## config.mk

```make
export PLATFORM = sky130hd
export DESIGN_NAME = pc_next_ctrl
export DESIGN_NICKNAME = d
export VERILOG_FILES = /design/src/rtl/pc_next_ctrl_pkg.sv /design/src/rtl/pc_src_mux.sv /design/src/rtl/pc_next_ctrl.sv
export SDC_FILE = /design/constraint.sdc
export NUM_CORES = 1
export LEC_CHECK = 0
export BUFFER_PORTS_ARGS = -buffer_cell sky130_fd_sc_hd__buf_2
export CAP_MARGIN = 20
export CORE_AREA = 2 2 107 109
export DETAILED_ROUTE_END_ITERATION = 10
export DIE_AREA = 0 0 109 111
export PLACE_DENSITY = 0.67
export SYNTH_ARGS = -nofsm -noshare
export SYNTH_HDL_FRONTEND = slang
export SYNTH_HIERARCHICAL = 1
export SYNTH_SLANG_ARGS = --single-unit
```

## constraint.sdc

```tcl
create_clock -name clk -period 1.23 [get_ports clk]
set_input_delay 0.1845 -clock clk [delete_from_list [all_inputs] [get_ports clk]]
set_output_delay 0.1845 -clock clk [all_outputs]
set_load 0.1 [all_outputs]
```

## src/rtl/pc_next_ctrl_pkg.sv

```systemverilog
// Shared pipeline definitions for next-PC control: trap FSM encoding, cause codes
// and the default trap vector.
package pc_next_ctrl_pkg;

  typedef enum logic [1:0] {
    ST_RUN    = 2'd0,
    ST_DRAIN  = 2'd1,
    ST_VECTOR = 2'd2
  } pc_state_e;

  localparam logic [1:0] CAUSE_IRQ     = 2'd0;
  localparam logic [1:0] CAUSE_SYSCALL = 2'd1;
  localparam logic [1:0] CAUSE_UNIMPL  = 2'd2;
  localparam logic [1:0] CAUSE_OVF     = 2'd3;

  localparam logic [31:0] DEFAULT_VECTOR_PC = 32'h0000_0008;

  // The cause register holds the 2-bit code in bits [3:2].
  function automatic logic [31:0] make_cause(input logic [1:0] code);
    return {28'b0, code, 2'b00};
  endfunction

endpackage

```

## src/rtl/pc_src_mux.sv

```systemverilog
// 4:1 selector for the normal next-PC target; targets pass through untouched.
module pc_src_mux (
  input  logic [1:0]  i_sel,
  input  logic [31:0] i_pc4,
  input  logic [31:0] i_bpc,
  input  logic [31:0] i_rpc,
  input  logic [31:0] i_jpc,
  output logic [31:0] o_pc
);

  always_comb begin
    o_pc = i_pc4;
    case (i_sel)
      2'd0: o_pc = i_pc4;
      2'd1: o_pc = i_bpc;
      2'd2: o_pc = i_rpc;
      2'd3: o_pc = i_jpc;
      default: o_pc = i_pc4;
    endcase
  end

endmodule

```

## src/rtl/pc_next_ctrl.sv

```systemverilog
// Next-PC controller: normal target selection plus trap entry (with FPU drain),
// trap vectoring and return-from-trap.
module pc_next_ctrl
  import pc_next_ctrl_pkg::*;
#(
  parameter logic [31:0] RESET_PC  = 32'h0000_0000,
  parameter logic [31:0] VECTOR_PC = DEFAULT_VECTOR_PC
) (
  input  logic        clk,
  input  logic        rst,
  input  logic [31:0] pc4,
  input  logic [31:0] bpc,
  input  logic [31:0] jpc,
  input  logic [31:0] rpc,
  input  logic [1:0]  pcsrc,
  input  logic        stall,
  input  logic [31:0] pc_d,
  input  logic        irq,
  input  logic        exc,
  input  logic [1:0]  exc_code,
  input  logic        eret,
  input  logic        fpu_busy,
  output logic [31:0] npc,
  output logic        wpc,
  output logic        flush,
  output logic [31:0] epc,
  output logic [31:0] cause,
  output logic        in_trap,
  output logic [1:0]  dbg_state
);

  pc_state_e   r_state;
  pc_state_e   w_next_state;
  logic [31:0] r_epc;
  logic [31:0] r_cause;
  logic        r_in_trap;
  logic [31:0] w_mux_pc;
  logic        w_take_irq;
  logic        w_take;
  logic        w_do_eret;
  logic [1:0]  w_trap_code;

  pc_src_mux u_pc_src_mux (
    .i_sel (pcsrc),
    .i_pc4 (pc4),
    .i_bpc (bpc),
    .i_rpc (rpc),
    .i_jpc (jpc),
    .o_pc  (w_mux_pc)
  );

  // irq is level-sensitive: it is simply not taken while masked or stalled,
  // so it is naturally re-evaluated every cycle.
  assign w_take_irq  = irq & ~r_in_trap & ~stall;
  assign w_take      = exc | w_take_irq;
  assign w_do_eret   = eret & r_in_trap & ~stall;
  assign w_trap_code = exc ? exc_code : CAUSE_IRQ;

  always_comb begin
    npc          = w_mux_pc;
    wpc          = 1'b0;
    flush        = 1'b1;
    w_next_state = r_state;
    if (rst) begin
      npc          = RESET_PC;
      wpc          = 1'b1;
      w_next_state = ST_RUN;
    end else begin
      case (r_state)
        ST_RUN: begin
          if (w_take) begin
            w_next_state = fpu_busy ? ST_DRAIN : ST_VECTOR;
          end else if (w_do_eret) begin
            npc = r_epc;
            wpc = 1'b1;
          end else begin
            wpc   = ~stall;
            flush = 1'b0;
          end
        end
        ST_DRAIN: begin
          if (!fpu_busy) w_next_state = ST_VECTOR;
        end
        ST_VECTOR: begin
          npc          = VECTOR_PC;
          wpc          = 1'b1;
          w_next_state = ST_RUN;
        end
        default: w_next_state = ST_RUN;
      endcase
    end
  end

  always_ff @(posedge clk) begin
    if (rst) begin
      r_state   <= ST_RUN;
      r_epc     <= 32'h0;
      r_cause   <= 32'h0;
      r_in_trap <= 1'b0;
    end else begin
      r_state <= w_next_state;
      if (r_state == ST_RUN && w_take) begin
        r_epc     <= pc_d;
        r_cause   <= make_cause(w_trap_code);
        r_in_trap <= 1'b1;
      end else if (r_state == ST_RUN && w_do_eret) begin
        r_in_trap <= 1'b0;
      end
    end
  end

  assign epc       = r_epc;
  assign cause     = r_cause;
  assign in_trap   = r_in_trap;
  assign dbg_state = r_state;

endmodule

```

# Word level (Yosys, flattened, before mapping)
# Cells that the tools add are included.
# classes
reduce_logical	6
eq_ne	7
n_mux	20
bitwise	7
# ops
cell	n
one-hot mux 32 bit (4 select lines)	1
two-way mux 32 bit	3
one-hot mux 32 bit (2 select lines)	1
two-way mux 1 bit	9
two-way mux 2 bit	4
== test 2 bit, second input constant	3
AND 1 bit	4
== test 2 x 1 -> 1 bit, second input constant	2
zero test 2 bit	2
inequality test 2 bit, second input constant	2
one-hot mux 2 bit (2 select lines)	1
logical AND 1 bit	2
NOT 1 bit	2
one-hot mux 1 bit (2 select lines)	1
AND reduction 2 bit	1
nonzero test 2 bit	1
bitwise OR 1 bit	1
# totals
reg_bits	37
out_inout_bits	101

# Longest topological paths before layout
# Gate-level depths: netlist of run 1.
# depth
word_depth	7
mapped_depth	5

# Modules after synthesis
# Netlist of run 1, hierarchy kept.
# modules_own_cells
module	area_each_um2	instances	seq_area_each_um2	cells_each
pc_next_ctrl	2396.0	1	740.7	287
pc_src_mux	814.5	1	0.0	39

# Worst setup path before layout of run 1
# Ideal clock, no wire load.
# synth_path
path_type	register -> output
startpoint	register r_state[0] (netlist: dbg_state[0])
endpoint	output npc[3]
path_slack_ps	-2333
path_stages_with_launch	4
t_arrival_ps	3378
path_buffers	1
cell_sequence	dfxtp_1 > buf_2 > nor4_1 > a2111oi_2
# synth_via
elab_chain_cells	3
elab_cells_between_ends	4
cone_classes	1 x eq/ne; 2 x mux; 1 x reduce/logical
# synth_rtl
element	line_no	rtl
start, declared	pc_next_ctrl.sv:32	pc_state_e r_state;
start signal, assigned	pc_next_ctrl.sv:101	r_state <= w_next_state;
== test 2 bit or zero test 2 bit (tied branches)	pc_next_ctrl.sv:69	case (r_state)
one-hot mux 32 bit (2 select lines) *	pc_next_ctrl.sv:69	
two-way mux 32 bit *	pc_next_ctrl.sv:64	if (rst) begin
end, declared	pc_next_ctrl.sv:23	output logic [31:0] npc,
# Mark *: on every way between the ends. The rest lies on a longest branch, timed or not.

# Final worst setup path of run 1
# layout_path
startpoint	register r_in_trap (netlist: in_trap)
endpoint	output npc[30]
# layout_via
elab_chain_cells	7
elab_cells_between_ends	10
cone_classes	4 x mux; 6 x bitwise
# layout_rtl
element	line_no	rtl
start, declared	pc_next_ctrl.sv:36	logic r_in_trap;
start signal, assigned	pc_next_ctrl.sv:99	r_in_trap <= 1'b0;
start signal, assigned	pc_next_ctrl.sv:105	r_in_trap <= 1'b1;
start signal, assigned	pc_next_ctrl.sv:107	r_in_trap <= 1'b0;
NOT 1 bit	pc_next_ctrl.sv:54	assign w_take_irq = irq & ~r_in_trap & ~stall;
AND 1 bit (2 in series)	pc_next_ctrl.sv:54	
bitwise OR 1 bit	pc_next_ctrl.sv:55	assign w_take = exc | w_take_irq;
two-way mux 32 bit *	pc_next_ctrl.sv:71	if (w_take) begin
one-hot mux 32 bit (2 select lines) *	pc_next_ctrl.sv:69	
two-way mux 32 bit *	pc_next_ctrl.sv:64	
# Marked as above.

==> summary.md, run 1 <==
| Metric | Value |
|---|---|
| Async SR Flop Fraction | 0% |
| Row count | 39 |
| Vias in the first global route | 4072 |
| Fillers | 942 |
| DRC viols | 0 |
| TritonRoute pass-1 iters | 4 |
| Initial core utilization | 29.0% |
| Final hold slack | 0.106 ns |
| RSZ-0062 raised after global routing | yes |
| Die height | 111 um |
| Die width | 109 um |
| CP Max Fanout | 4 |
| Final Hold Fails | 0 |
| Clock skew | 0.00551 ns |
| Syn Area/Cell | 9.85 um2 |
| Largest net degree at the start of global routing | 29 |
| Met2 wire length | 7520 um |
| First-pass GRT wire length | 21400 um |
| Clock-pin slew on the worst setup and hold paths | 0.06 ns |
| Layout cell share with drive strength beyond 1 | 66.3% |
| Largest area contributor in the netlist | dfxtp_1 |
| Synth top area cells | dfxtp_1 (23%), mux4_2 (21%), a22o_1 (8.7%) |
| Met3 WL | 1100 um |
| Most common cell in the synthesized netlist | dfxtp_1 |
| WL/cell | 18.7 um |
| Worst reg2reg path startpoint | in_trap |
| Overall power | 0.00705 W |
| Hold path depth | 2 |
| Status | complete, but fails checks |
| I/O Buffers | 241 |
| Clk buf depth | 2 |
| Post-synth top cells | dfxtp_1 (37), nand2_1 (34), a22o_1 (32) |
| Gpl congestion | 0.870 |
| Clock Latency Late Sink | 0.28 ns |
| M1 WL | 5410 um |
| Post-Synthesis Cells | 326 |
| Critical hold path startpoint | pc_d[16] |
| Number of synthesized flops with an enable pin | 0 |
| Net Switching | 0.00338 W |
| Via count | 3901 |
| IO Pins | 272 |
| Failing checks | negative setup slack |
| Hold Path Class | input port to flop |
| Maximum vdd ir drop | 0.655 mV |
| TritonCTS clock tree | yes |
| Register bit count reported by yosys | 37 |
| Hold_buf cts | 0 |
| Internal power | 0.00367 W |
| LEAKAGE | 2.79 nW |
| Max-cap violations | 0 |
| Seq/Total Area, Yosys | 23.1% |
| HPWL after DPL | 10600 um |
| Ant. Diodes | 0 |
| Yosys cell types | 35 |
| WL final | 14200 um |
| Area grow syn2layout | 96.2% |
| Yosys warning count | 6 |
| Final instance area | 6300 um2 |
| Seq pwr share | 19.7% |
| CTS Root Cell | clkbuf_16 |
| Part of the power in the clock network | 18.8% |
| CTS Buf Count | 5 |
| Post-DP Area | 5590 um2 |
| Setup slack, reg-to-reg | -0.33 ns |
| Ys flop type | dfxtp_1 |
| Hold path endpoint | epc[16] |
| R2r endpoint | epc[22] |
| Total GRT Usage | 23.0% |
| R2r worst-path depth | 7 |
| Cell area power density | 1120 nW/um2 |
| Pins Over Slew Limit | 0 |
| Switching share of power | 47.9% |
| Vias per Instance | 5.13 |
| Final setup vio count | 72 |
| Nets | 787 |
| Setup WS post-layout | -0.649 ns |
| F_max | 0.532 GHz |
| Core area | 11100 um2 |
| Total gr overflow | 0 |
| Fin cells | 760 |
| Number of DRC markers in iteration 0 | 246 |
| CTS HTree Levels | 2 |
| Setup CP Type | flop to primary output |
| DR top layer | met5 |
| Comb power frac | 61.5% |
| WP data required | 1.05 ns |
| CTS Sinks | 37 |
| Crit share post-route | 153% |
| Routed Antenna Nets | 0 |
| Top cell type's share of synthesized area | 23.1% |
| Worst Path Arrival | 1.69 ns |
| Crit path capture type | primary output |
| Mapped Area | 3210 um2 |
| Dpl cells | 737 |
| Die footprint | 12100 um2 |
| Initial antenna violation count | 1 |
| Final min period | 1.88 ns |
| Startpoint Class | flop |
[worst max-delay path, cell delays in order (launching register included)]
cell,delay (ns)
dfxtp_4,0.35
nand4bb_4,0.16
or4b_4,0.53
a31oi_4,0.17
buf_12,0.19
[flip-flops by register name, indices dropped and copies added, names as in the netlist]
name       flops
cause          2
in_trap        1
epc           32
dbg_state      2
[through the flow]
step                      setup WS (ns)  TNS (ns)  util [%]
final                            -0.649    -28.70      56.9
after global routing             -0.702    -33.10      56.9
after global placement           -0.502    -23.46      50.5
after floorplan                   -1.47    -54.68         -
after detailed placement         -0.516    -24.29      50.5
after CTS                        -0.652    -31.60      56.5
[what timing repair did]
action	in CTS	in global routing
cloned	5	1
buffers inserted	11	0
resized for setup	87	10
pin swaps	26	6
endpoints found under the setup margin	68	74
[per-layer routing]
layer  vias to the layer above  global-route usage [%]
met1                      1896                    26.9
met3                        16                    5.35
met4                         2                    6.50
li1                       1797                       -
met5                         -                       0
met2                       190                    41.2
[cells in the final DEF (no fill, tap or decap), types with 2 or more instances in the layout]
| cell type | count |
|---|---|
| buf_4 | 48 |
| buf_16 | 5 |
| nor2_2 | 3 |
| buf_2 | 170 |
| mux4_1 | 2 |
| o211ai_1 | 31 |
| conb_1 | 30 |
| a31oi_1 | 2 |
| nand3_1 | 30 |
| nor2_1 | 3 |
| nand3b_1 | 31 |
| clkbuf_1 | 2 |
| buf_12 | 55 |
| clkbuf_16 | 6 |
| nand2_1 | 34 |
| dfxtp_1 | 3 |
| mux4_2 | 30 |
| buf_6 | 39 |
| a22o_1 | 32 |
| dfxtp_2 | 31 |
| nor3_2 | 2 |
| a2111oi_4 | 2 |
| dfxtp_4 | 3 |
| o211a_1 | 2 |
[area by class of cell]
class / instances / area, um2 / share of cell area [%]
clock buffer: 8 / 146 / 2.32
tap: 143 / 179 / 2.84
sequential: 37 / 791 / 12.6
timing repair buffer: 319 / 2930 / 46.5
inverter: 2 / 7.51 / 0.119
multi-input combinational: 251 / 2250 / 35.7
[power groups by stage]
stage,registers [W],logic (W),clock network [W]
2_1_floorplan,0.00215,0.00205,0
3_3_place_gp,0.00141,0.00396,0
3_5_place_dp,0.00141,0.00399,0
4_1_cts,0.00139,0.00432,0.00137
5_1_grt,0.00140,0.00449,0.00139
6_report,0.00139,0.00434,0.00132
[worst max path at each step]
stage                       startpoint       to  slack [ns]  cells after the start
final                          in_trap  npc[30]       -0.65                      4
after global routing           in_trap  npc[30]       -0.70                      4
after CTS                      in_trap  npc[30]       -0.65                      4
after detailed placement      pcsrc[0]  npc[29]       -0.52                      6
after global placement        pcsrc[0]  npc[28]       -0.50                      6
after floorplan           dbg_state[0]  npc[10]       -1.47                      5
[kinds of logic after synthesis]
family                 count (synthesis)  synth area share [%]
AOI/OAI and AO/OA                     76                  19.6
buffers and inverters                 67                  14.7
DFF                                   37                  23.1
muxes                                 32                  22.7
other                                  1                 0.117
and+or+nand+nor                      113                  19.8
Note: power is estimated with default switching activity, not from simulation.
==> inputs of run 2 (changes only) <==
--- a/config.mk
+++ b/config.mk
@@ -11,6 +11,7 @@
 export DETAILED_ROUTE_END_ITERATION = 10
 export DIE_AREA = 0 0 109 111
 export PLACE_DENSITY = 0.67
+export SETUP_SLACK_MARGIN = 0.2
 export SYNTH_ARGS = -nofsm -noshare
 export SYNTH_HDL_FRONTEND = slang
 export SYNTH_HIERARCHICAL = 1
==> run 2 against run 1 <==
Against the previous run: worst setup slack gained 0.0030 ns; non-clock buffer count up 9; clock power decreased by 5%; the flow still finishes with violations (negative setup slack).
==> summary.md, run 2 (synthesis gave the netlist of run 1 again) <==
| Metric | Value |
|---|---|
| Failing checks | negative setup slack |
| Dpl cells | 724 |
| Via count | 3923 |
| Clock skew | 0.00608 ns |
| I/O Buffers | 241 |
| Area grow syn2layout | 109% |
| Initial antenna violation count | 2 |
| Pins Over Slew Limit | 0 |
| Routed Antenna Nets | 0 |
| WP buf/inv | 8 |
| WL/cell | 19.4 um |
| Final Util | 60.5% |
| Largest net degree at the start of global routing | 35 |
| Part of the power in the clock network | 17.3% |
| Total GRT Usage | 24.1% |
| Max-cap violations | 0 |
| Core area | 11100 um2 |
| Hold_buf cts | 0 |
| Cell area power density | 1090 nW/um2 |
| Commonest non-fill, non-tap cells in the layout | buf_2 (169), buf_12 (74), buf_6 (56) |
| Commonest non-fill, non-tap cell in the layout | buf_2 |
| Hold Path Class | input port to flop |
| Vias in the first global route | 4122 |
| F_max | 0.533 GHz |
| CTS Buf Count | 5 |
| First-pass GRT wire length | 22100 um |
| Vias per Instance | 5.11 |
| Final Hold Fails | 0 |
| Final instance area | 6700 um2 |
| Clock Latency Late Sink | 0.28 ns |
| DRC viols | 0 |
| Maximum vdd ir drop | 0.562 mV |
| Crit share post-route | 153% |
| CP Max Fanout | 6 |
| TritonCTS clock tree | yes |
| CTS HTree Levels | 2 |
| Nets | 796 |
| Seq pwr share | 19.8% |
| Clock-pin slew on the worst setup and hold paths | 0.06 ns |
| RSZ-0062 raised after global routing | yes |
| WL final | 14900 um |
| Critical path's slowest cell | dfxtp_4 |
| Delay-heaviest family, CP | buffers and inverters |
| Final setup vio count | 72 |
| Internal power | 0.00387 W |
| Max FFs per register | 32 |
| Post-DP Area | 5720 um2 |
| LEAKAGE | 2.92 nW |
| Die width | 109 um |
| CTS Root Cell | clkbuf_16 |
| Number of DRC markers in iteration 0 | 284 |
| WP data required | 1.40 ns |
| Crit-path cells | buf_4 > buf_6 > nor3b_4 > buf_4 > buf_6 > buf_6 > o21a_4 > buf_12 > buf_12 > buf_16 > a22o_1 |
| Switching share of power | 46.9% |
| TritonRoute pass-1 iters | 4 |
| Crit path capture type | flop |
| Setup WS post-layout | -0.646 ns |
| Final min period | 1.88 ns |
| Fin cells | 768 |
| Overall power | 0.00729 W |
| Comb power frac | 62.9% |
| HPWL after DPL | 10800 um |
| IO Pins | 272 |
| Critical path's most frequent cell | buf_6 |
| Worst-margin pin slew | 0.512 ns |
| Row count | 39 |
| Net Switching | 0.00341 W |
| Die height | 111 um |
| Clk buf depth | 2 |
| Total gr overflow | 0 |
| Setup CP Type | flop to flop |
| Relative slew slack | 65.9% |
| Gpl congestion | 0.845 |
| Layout cell share with drive strength beyond 1 | 67.5% |
| Worst Path Arrival | 2.04 ns |
| Worst slack, placed | -0.584 ns |
| CTS Sinks | 37 |
| Ant. Diodes | 0 |
| CP peak stage delay | 0.36 ns |
| Die footprint | 12100 um2 |
| Initial core utilization | 29.0% |
| Startpoint Class | flop |
| Status | complete, but fails checks |
[run 2: changes by cell type in the layout (fill, tap and decap cells not counted), sizes merged]
cell,delta
clkbuf,-1
buf,+9
[run 2: per-stage QoR]
stage / TNS [ns] / hold slack (ns)
6_report: -37.14 / 0.114
5_1_grt: -41.23 / 0.113
4_1_cts: -32.61 / 0.107
3_5_place_dp: -23.95 / 0.397
2_1_floorplan: -54.33 / 0.259
3_3_place_gp: -22.33 / 0.384
[run 2: worst paths after layout]
check                 to  startpoint  depth (start not counted)  slack, ns
setup / recovery  epc[7]     in_trap                         11      -0.65
setup reg to reg  epc[7]     in_trap                         11      -0.65
hold / removal    epc[5]     pc_d[5]                          2       0.11
hold reg to reg   epc[4]      epc[4]                          1       0.52
[run 2: what timing repair did]
item | CTS | global route
gates resized for setup | 86 | 22
pin swaps | 41 | 27
setup endpoints to repair | 88 | 96
cloned | 6 | 0
buffers inserted | 23 | 8
[run 2: area by class of cell]
| cell class | count | area, um2 |
|---|---|---|
| flip-flops and latches | 37 | 810 |
| fillers | 905 | 4370 |
| multi-input cells | 251 | 2260 |
| inverters | 2 | 7.51 |
| repair buffers | 328 | 3310 |
| well taps | 143 | 179 |
| clock buffers | 7 | 143 |
[run 2: power by group through the flow]
stage | registers [W] | clock network (W) | logic (W)
after global routing | 0.00145 | 0.00135 | 0.00473
after global placement | 0.00146 | 0 | 0.00404
after detailed placement | 0.00146 | 0 | 0.00409
after CTS | 0.00145 | 0.00130 | 0.00453
after floorplan | 0.00215 | 0 | 0.00205
final | 0.00144 | 0.00126 | 0.00458
[run 2: per-layer routing]
metal	share of wire, %	track usage, %	vias to the layer above
met5	0.074	0	-
met4	1.5	4.87	2
met1	36	27.5	1854
met2	54	45.4	217
li1	-	-	1826
met3	8.0	4.64	24
